`config.mk`:
```
export PLATFORM = sky130hd
export DESIGN_NAME = pulse_stretcher
export DESIGN_NICKNAME = d
export VERILOG_FILES = /design/src/rtl/pulse_stretcher.sv
export SDC_FILE = /design/constraint.sdc
export NUM_CORES = 1
export LEC_CHECK = 0
export CAP_MARGIN = 40
export CORE_ASPECT_RATIO = 0.8
export CORE_MARGIN = 2
export CORE_UTILIZATION = 45
export DETAILED_ROUTE_END_ITERATION = 16
export DONT_BUFFER_PORTS = 1
export PLACE_DENSITY = 0.62
export REMOVE_ABC_BUFFERS = 1
export SYNTH_ARGS = -nofsm -noshare
export SYNTH_HDL_FRONTEND = slang
export SYNTH_SLANG_ARGS = --single-unit
```
`constraint.sdc`:
```
create_clock -name clk -period 2.1 [get_ports clk]
set_input_delay 0.315 -clock clk [delete_from_list [all_inputs] [get_ports clk]]
set_output_delay 0.315 -clock clk [all_outputs]
set_load 0.05 [all_outputs]
```
`src/rtl/pulse_stretcher.sv`:
```
// Stretches single-cycle event strobes into fixed-length blinks separated by a
// mandatory low gap. Events arriving mid-blink are queued in a saturating counter.
module pulse_stretcher #(
  parameter int ON_CYCLES  = 500,
  parameter int OFF_CYCLES = 500,
  parameter int PEND_W     = 4
) (
  input  logic              clk,
  input  logic              rst,
  input  logic              in,
  output logic              op,
  output logic              busy,
  output logic [PEND_W-1:0] pend,
  output logic              ovf
);

  typedef enum logic [1:0] {IDLE, ON, GAP} state_t;

  localparam logic [31:0]       ON_LAST  = 32'(ON_CYCLES - 1);
  localparam logic [31:0]       OFF_LAST = 32'(OFF_CYCLES - 1);
  localparam logic [PEND_W-1:0] PEND_MAX = '1;

  state_t            state_q, state_d;
  logic [31:0]       cnt_q, cnt_d;
  logic [PEND_W-1:0] pend_q, pend_d;
  logic              ovf_q, ovf_d;
  logic              op_q, op_d;
  logic              busy_q, busy_d;
  logic              gap_exit;
  logic              enq;

  always_ff @(posedge clk or posedge rst) begin
    if (rst) begin
      state_q <= IDLE;
      cnt_q   <= '0;
      pend_q  <= '0;
      ovf_q   <= 1'b0;
      op_q    <= 1'b0;
      busy_q  <= 1'b0;
    end else begin
      state_q <= state_d;
      cnt_q   <= cnt_d;
      pend_q  <= pend_d;
      ovf_q   <= ovf_d;
      op_q    <= op_d;
      busy_q  <= busy_d;
    end
  end

  always_comb begin
    state_d  = state_q;
    cnt_d    = cnt_q;
    pend_d   = pend_q;
    ovf_d    = ovf_q;
    gap_exit = (state_q == GAP) && (cnt_q == OFF_LAST);
    // On the GAP exit edge a new event is either consumed directly or swapped
    // for the oldest queued one, so it never increments pend there.
    enq      = in && ((state_q == ON) || ((state_q == GAP) && !gap_exit));

    unique case (state_q)
      IDLE: begin
        if (in) begin
          state_d = ON;
          cnt_d   = '0;
        end
      end
      ON: begin
        if (cnt_q == ON_LAST) begin
          state_d = GAP;
          cnt_d   = '0;
        end else begin
          cnt_d = cnt_q + 32'd1;
        end
      end
      GAP: begin
        if (gap_exit) begin
          cnt_d   = '0;
          state_d = ((pend_q != '0) || in) ? ON : IDLE;
          if (!in && (pend_q != '0)) pend_d = pend_q - 1'b1;
        end else begin
          cnt_d = cnt_q + 32'd1;
        end
      end
      default: begin
        state_d = IDLE;
        cnt_d   = '0;
      end
    endcase

    if (enq) begin
      if (pend_q == PEND_MAX) ovf_d = 1'b1;
      else                    pend_d = pend_q + 1'b1;
    end
  end

  always_comb begin
    op_d   = (state_d == ON);
    busy_d = (state_d != IDLE);
  end

  assign op   = op_q;
  assign busy = busy_q;
  assign pend = pend_q;
  assign ovf  = ovf_q;

endmodule

```
Word level (Yosys, flattened, before mapping)
Index checks and enable logic that the tools add are counted.
{"block": "word_totals", "reg_bits": 41, "in_bits": 3, "word_cells": 41}
{"block": "op_classes", "addsub": 3, "n_eq_ne": 6, "n_mux": 14, "n_reduce_logical": 12}
{"op": "32-bit 2-to-1 mux", "count": 3}
{"op": "32-bit one-hot mux with 3 select lines", "count": 1}
{"op": "32-bit by 1-bit adder with 32-bit output, second input constant", "count": 1}
{"op": "32-bit by 9-bit == test with 1-bit output, second input constant", "count": 1}
{"op": "4-bit 2-to-1 mux", "count": 5}
{"op": "2-bit 2-to-1 mux", "count": 3}
{"op": "2-bit one-hot mux with 3 select lines", "count": 1}
{"op": "4-bit by 1-bit adder with 4-bit output, second input constant", "count": 1}
{"op": "2-bit by 1-bit == test with 1-bit output, second input constant", "count": 2}
{"op": "4-bit == test, second input constant", "count": 1}
{"op": "1-bit logical AND", "count": 4}
{"op": "4-bit nonzero test", "count": 1}
{"op": "4-bit by 1-bit subtractor with 4-bit output, second input constant", "count": 1}
{"op": "2-bit == test, second input constant", "count": 1}
{"op": "1-bit logical NOT", "count": 2}
{"op": "2-bit logical NOT", "count": 1}
{"op": "1-bit logical OR", "count": 2}
{"op": "2-bit != test, second input constant", "count": 1}
{"op": "2-bit AND reduction", "count": 1}
{"op": "2-bit nonzero test", "count": 1}
{"op": "1-bit 2-to-1 mux", "count": 1}

Logic depth before layout (Yosys ltp)
Gate-level depths: netlist of run 1.
{"block": "depth", "ltp_word": 7, "mapped_depth": 8}

Worst setup path before layout of run 1
Ideal clock, no wire load.
{"block": "synth_path", "kind": "reg-to-reg", "startpoint": "reg pend_q[0], in the netlist pend[0]", "endpoint": "reg pend_q[1], in the netlist pend[1]", "setup_ps": 131, "arrival_time_ps": 2032, "required_ps": 1969, "path_slack_ps": -63, "path_stages_with_launch": 8, "path_buffers": 0, "synth_period_minus_slack_ps": 2163, "cell_sequence": "dfrtp_1 inv_1 ha_1 or3b_2 nand2b_1 or4_4 a221oi_1 a31oi_1"}
{"block": "synth_via", "elab_chain_len": 7}
{"item": "from (decl)", "line_no": "25", "source": "logic [PEND_W-1:0] pend_q, pend_d;"}
{"item": "from (signal assigned)", "line_no": "43", "source": "pend_q <= pend_d;"}
{"item": "parallel branches: the longest is 6 deep, another holds 4-bit by 1-bit subtractor with 4-bit output"}
{"item": "4-bit 2-to-1 mux *", "line_no": "90", "source": "if (enq) begin"}
{"item": "via pend_d[1]", "line_no": "25"}
Mark *: on every way through the listed nets, which the timed path passes.
A chain may end at the register's enable or synchronous reset.

Worst setup path in the final report of run 1
{"block": "layout_path", "startpoint": "reg cnt_q[1]", "endpoint": "reg pend_q[3], in the netlist pend[3]"}
{"block": "layout_via", "elab_chain_len": 7}
{"item": "from (decl)", "line_no": "24", "source": "logic [31:0] cnt_q, cnt_d;"}
{"item": "from (signal assigned)", "line_no": "42", "source": "cnt_q <= cnt_d;"}
{"item": "32-bit by 9-bit == test with 1-bit output *", "line_no": "55", "source": "gap_exit = (state_q == GAP) && (cnt_q == OFF_LAST);"}
{"item": "1-bit logical AND *", "line_no": "55"}
{"item": "parallel branches: the longest is 4 deep, another holds 4-bit 2-to-1 mux"}
{"item": "4-bit 2-to-1 mux *", "line_no": "90"}
{"item": "via pend_d[3]", "line_no": "25"}
Marks and branches as above.

==> results.yml, run 1 <==
place:
  dp_hpwl_mm: 3.58
  port_buffers: 0
  place_congestion: 0.862
  placedInstanceArea_mm2: 0.00262
  pre_cts_ws_ps: -30.5
flow_run:
  drv_cap: 0
die:
  ios: 10
  die-width_um: 84.8
  rows: 23
  start_util: 0.467
  core_area_mm2: 0.00504
  dieArea_mm2: 0.00583
  dieHeight_um: 68.7
global_route:
  grt_use_total: 0.188
  grt_start_max_net_pins: 31
  grt_overflow: 0
  antenna_found_initial: 0
  grt_pass1_wl_mm: 8.51
  grt_pass1_vias: 1739
power:
  p_leak_nw: 1.14
  power_density_mw_per_mm2: 691
  vdd_drop_max_uv: 658
route:
  route.vias.total: 1888
  drc: 0
  firstDrtPassIters: 4
  ant_nets: 0
  drt_wl_total_mm: 4.96
  drt_iter0_drc: 142
  wl_per_cell_um: 14.3
  vias_per_cell: 5.46
clock_tree:
  clockBufferDepth: 2
  clk_latency_ps: 300
  cts_tree: "done"
  numCtsBuffers: 5
  cts_sinks: 41
  clockRootBuffer: "clkbuf_8"
  clkTransAtPathRegs_ps: 80
  htreeDepth: 2
critical_path:
  reg2reg_depth: 7
  regToRegSetupSlack_ps: 80
  reg2reg_from: "cnt_q[1]"
  crit_type: "reg -> reg"
  crit_arrival_ps: 2250
  worstPathRequired_ps: 2320
  critPathCapture: "pend[3]"
  cp_max_fo: 6
  r2r-end: "pend[3]"
  critPathCaptureType: "flip-flop"
  critPathLaunchType: "flip-flop"
  crit_path_start: "cnt_q[1]"
layout:
  n_fill_cell: 449
  final_cell_mix: "dfrtp_1 (37), nor2_1 (35), buf_4 (29)"
  fin_nets: 293
  antenna_cells: 0
  area_delta_synth_final_pct: 18.1
  stdcell_area_mm2: 0.00278
  final_common_cell: "dfrtp_1"
  drive_above_1_share: 0.225
timing:
  setup_viol: 0
  slew_headroom: 0.690
  setup_ws_ps: 75.1
  period_share: 0.964
  layout_min_cycle_time_ps: 2020
  worst_pin_slew_ps: 465
  fin_tns_setup_ps: 0
  fmax_mhz: 494
  drv_slew: 0
  skew_ps: 10.2
  rsz0062_at_grt: "true"
  finalHoldViolCount: 0
logic_synthesis:
  yosysSeqAreaShare: 0.436
  syn_area_per_cell_um2: 9.37
  synth_area_mm2: 0.00235
  synth_edf_count: 0
  syn_inst: 251
  synth_cell_types: 51
  synth.top_cell.area_share: 0.436
  ys_ff_latch: 41
  synth_top_area_cell: "dfrtp_1"
  ys.warnings.count: 0
  async_reset_ff_frac: 1.00
  synth_top_flop_cell: "dfrtp_1"
  yosys-top-cells-area: "dfrtp_1 (44%), xnor2_1 (10%), nor2_1 (5.6%)"
min_path:
  hold_path_class: "in -> reg"
outcome:
  status: "finished, final reports clean"
[metrics by stage]
stage / hold slack (ps) / util / power, W / cells
2_1_floorplan: 467 / - / 0.00126 / 245
3_3_place_gp: 274 / 0.520 / 0.00140 / 335
3_5_place_dp: 272 / 0.520 / 0.00140 / 335
4_1_cts: 251 / 0.541 / 0.00191 / 344
5_1_grt: 276 / 0.552 / 0.00201 / 346
6_report: 253 / 0.552 / 0.00192 / 346
[routing by layer]
layer	part of all wire	routed length, um	GRT usage
met4	0.0058	29	0.0437
met1	0.56	2770	0.286
met3	0.034	168	0.0476
met2	0.40	2000	0.267
met5	0	0	0
[sequential cells by signal, indices dropped and copies added (netlist names)]
name / count
pend: 4
state_q: 2
ovf: 1
busy: 1
op: 1
cnt_q: 32
[synth_stat cells, types with 2 or more instances]
master and number:
and2_1 2, nand3b_1 2, o21ai_0 7, a21oi_1 3, clkbuf_1 3, o211ai_1 2
inv_1 14, a21o_1 2, xor2_1 2, nand3_1 10, and4_1 2, nand2_1 14
or4_4 2, mux2_2 2, or3_1 2, nor4b_1 2, nand2b_1 2, nand4_1 6
buf_2 2, xnor2_1 27, and3_1 2, o21ai_1 2, o31ai_1 3, ha_1 7
o21a_1 2, or2_2 3, dfrtp_1 41, nor2_1 35, nor4_1 18, nor3_1 7
nor2b_1 2, a31oi_1 2
[worst min path at each step]
stage	startpoint	endpoint	slack [ps]	depth (start not counted)
5_1_grt	in	cnt_q[1]	280	3
4_1_cts	in	cnt_q[1]	250	3
6_report	in	cnt_q[1]	250	3
2_1_floorplan	cnt_q[1]	cnt_q[1]	470	2
3_5_place_dp	rst	busy	270	2
3_3_place_gp	rst	busy	270	2
[kinds of logic after synthesis]
family                     synth area share
xor gates and xnor gates              0.108
DFF                                   0.436
muxes                                0.0138
and+or+nand+nor                       0.276
AOI/OAI and AO/OA                    0.0925
buffers and inverters                0.0362
adders and majority gates            0.0372
[final cells by class]
type | instances | area (um^2) | share of cell area
repair buffers | 31 | 248 | 0.0891
multi-input cells | 190 | 1280 | 0.462
clock inverters | 3 | 17.5 | 0.00630
flip-flops and latches | 41 | 1030 | 0.371
well taps | 62 | 77.6 | 0.0279
inverters | 14 | 52.6 | 0.0189
clock buffers | 5 | 68.8 | 0.0248
[worst max-delay path: stages, from the launching register on]
cell	delay [ps]
dfrtp_1	370
ha_1	180
nor4b_2	230
nand4_1	190
buf_4	200
o31a_1	380
a311o_1	330
o21ai_1	70
[power by group]
group	switching (W)	internal, W	total, W	leakage, nW
clock network	0.000292	0.000230	0.000522	0.0439
logic	0.000315	0.000168	0.000483	0.578
registers	0.0000754	0.000840	0.000915	0.517
total	0.000682	0.00124	0.00192	1.14
[what timing repair did]
action | 4_1_cts | 5_1_grt
setup buffers | 0 | 2
hold endpoints to repair | 41 | 0
hold buffers | 1 | 0
setup endpoints to repair | 2 | 33
pin swaps | 0 | 5
gates resized for setup | 1 | 10
cloned | 0 | 0
Note: power is estimated with default switching activity, not from simulation.
==> run 2: changes to the inputs <==
- CAP_MARGIN: 40 -> default
==> results of run 2 <==
Final layout, timing and power as in run 1 (identical DEF).
==> run 3: changes to the inputs <==
- CTS_CLUSTER_DIAMETER: default -> 80
- clock period: 2.1 -> 1.6 ns (I/O delays scaled with it)
==> results.yml, run 3 (synthesis gave the netlist of run 1 again) <==
timing:
  layout_min_cycle_time_ps: 2010
  drv_slew: 0
  skew_ps: 18.2
  setup_viol: 40
  fmax_mhz: 496
  period_share: 1.26
  finalHoldViolCount: 0
  worst_pin_slew_ps: 466
  setup_ws_ps: -415
  rsz0062_at_grt: "true"
  slew_headroom: 0.689
route:
  ant_nets: 0
  route.vias.total: 2309
  drt_iter0_drc: 176
  firstDrtPassIters: 6
  drc: 0
  vias_per_cell: 5.74
  drt_wl_total_mm: 7.00
  wl_per_cell_um: 17.4
global_route:
  grt_start_max_net_pins: 42
  grt_pass1_wl_mm: 10.6
  grt_overflow: 0
  grt_use_total: 0.235
  use_met2: 0.376
  met1_usage: 0.338
  antenna_found_initial: 0
  top_usage_layer: "met2"
  grt_pass1_vias: 2179
  grtUsageMet3: 0.0548
die:
  start_util: 0.467
  dieArea_mm2: 0.00583
  rows: 23
  die-width_um: 84.8
  ios: 10
  dieHeight_um: 68.7
  core_area_mm2: 0.00504
outcome:
  status: "finished with violations"
  violations: "negative setup slack"
place:
  place_congestion: 0.897
  placedInstanceArea_mm2: 0.00296
  port_buffers: 0
  dp_hpwl_mm: 4.18
  pre_cts_ws_ps: -544
clock_tree:
  clk_latency_ps: 300
  clockBufferDepth: 2
  clkTransAtPathRegs_ps: 90
  htreeDepth: 2
  cts_sinks: 41
  numCtsBuffers: 5
  cts_tree: "done"
  clockRootBuffer: "clkbuf_8"
critical_path:
  cp_max_fo: 2
  worstPathRequired_ps: 1840
  crit_arrival_ps: 2250
  critPathLaunchType: "flip-flop"
  regToRegSetupSlack_ps: -410
  crit_type: "reg -> reg"
  critPathCaptureType: "flip-flop"
power:
  clockPowerShare: 0.288
  power_density_mw_per_mm2: 719
  sw_frac_of_total: 0.341
  power.share.combinational: 0.265
  switchingPower_w: 0.000906
  p_leak_nw: 1.57
  p_int_w: 0.00175
  seq_power_share: 0.447
  vdd_drop_max_uv: 992
layout:
  final_common_cell: "buf_4"
  antenna_cells: 0
  fin_nets: 349
  area_delta_synth_final_pct: 56.9
  drive_above_1_share: 0.479
  largest_register: "cnt_q"
  final_cell_mix: "buf_4 (75), dfrtp_1 (41), nor2_4 (25)"
  stdcell_area_mm2: 0.00369
  largest_reg_flops: 32
flow_run:
  drv_cap: 0
min_path:
  hold_path_class: "in -> reg"
[run 3: cell types whose count changed in the layout (fill, tap and decap cells not counted), moves of 6 or more]
cell and change:
buf_4 +46, buf_6 +6, nor4_1 -9, nor2_1 -26
nor4_4 +6, nor2_4 +25
[run 3: critical path, stage by stage (launching register included)]
cell and delay, ps:
dfrtp_1 440, buf_6 130, nand4_1 120, or4_4 450, or3_4 350, or3_4 330, a21oi_2 130
[run 3: power groups by stage]
stage / registers [W] / clock network, W / logic [W]
final: 0.00119 / 0.000763 / 0.000703
after global routing: 0.00120 / 0.000823 / 0.000750
after CTS: 0.00119 / 0.000775 / 0.000685
after detailed placement: 0.00121 / 0 / 0.000678
after global placement: 0.00121 / 0 / 0.000673
after floorplan: 0.00141 / 0 / 0.000245
[run 3: metal layers]
metal | up-vias | routed length (um) | part of all wire
met5 | - | 0 | 0
met4 | 0 | 46 | 0.0066
met3 | 12 | 504 | 0.072
met2 | 94 | 3340 | 0.48
met1 | 1135 | 3100 | 0.44
li1 | 1068 | - | -
[run 3: layout make-up]
| type | instances | area [um^2] |
|---|---|---|
| clock buffer | 7 | 96.3 |
| timing repair buffer | 87 | 753 |
| clock inverter | 1 | 5.00 |
| fill | 331 | 1350 |
| multi-input combinational | 190 | 1680 |
| inverter | 14 | 52.6 |
| sequential | 41 | 1030 |
| tap | 62 | 77.6 |
[run 3: final timing paths]
kind	start	to	cells past startpoint
worst max-delay path	cnt_q[15]	cnt_q[31]	6
worst min-delay path	in	state_q[0]	2
worst max register to register	cnt_q[15]	cnt_q[31]	6
worst min register to register	cnt_q[0]	cnt_q[0]	2
max in group asynchronous	rst	cnt_q[19]	3
min in group asynchronous	rst	cnt_q[15]	3
[run 3: what timing repair did]
item,4_1_cts,5_1_grt
hold endpoints to repair,41,0
pin swaps,12,36
hold buffers,1,0
setup buffers,11,3
endpoints found under the setup margin,41,41
resized for setup,29,74
gates cloned,2,1
[run 3: through the flow]
step / total power (W) / util / hold WS [ps] / TNS [ps] / std cells
global route: 0.00277 / 0.733 / 346 / -15750 / 402
detailed placement: 0.00189 / 0.588 / 211 / -16040 / 379
CTS: 0.00265 / 0.667 / 304 / -9900 / 401
floorplan: 0.00166 / - / 454 / -22500 / 245
global placement: 0.00188 / 0.588 / 212 / -13800 / 379
finish: 0.00265 / 0.733 / 349 / -10910 / 402
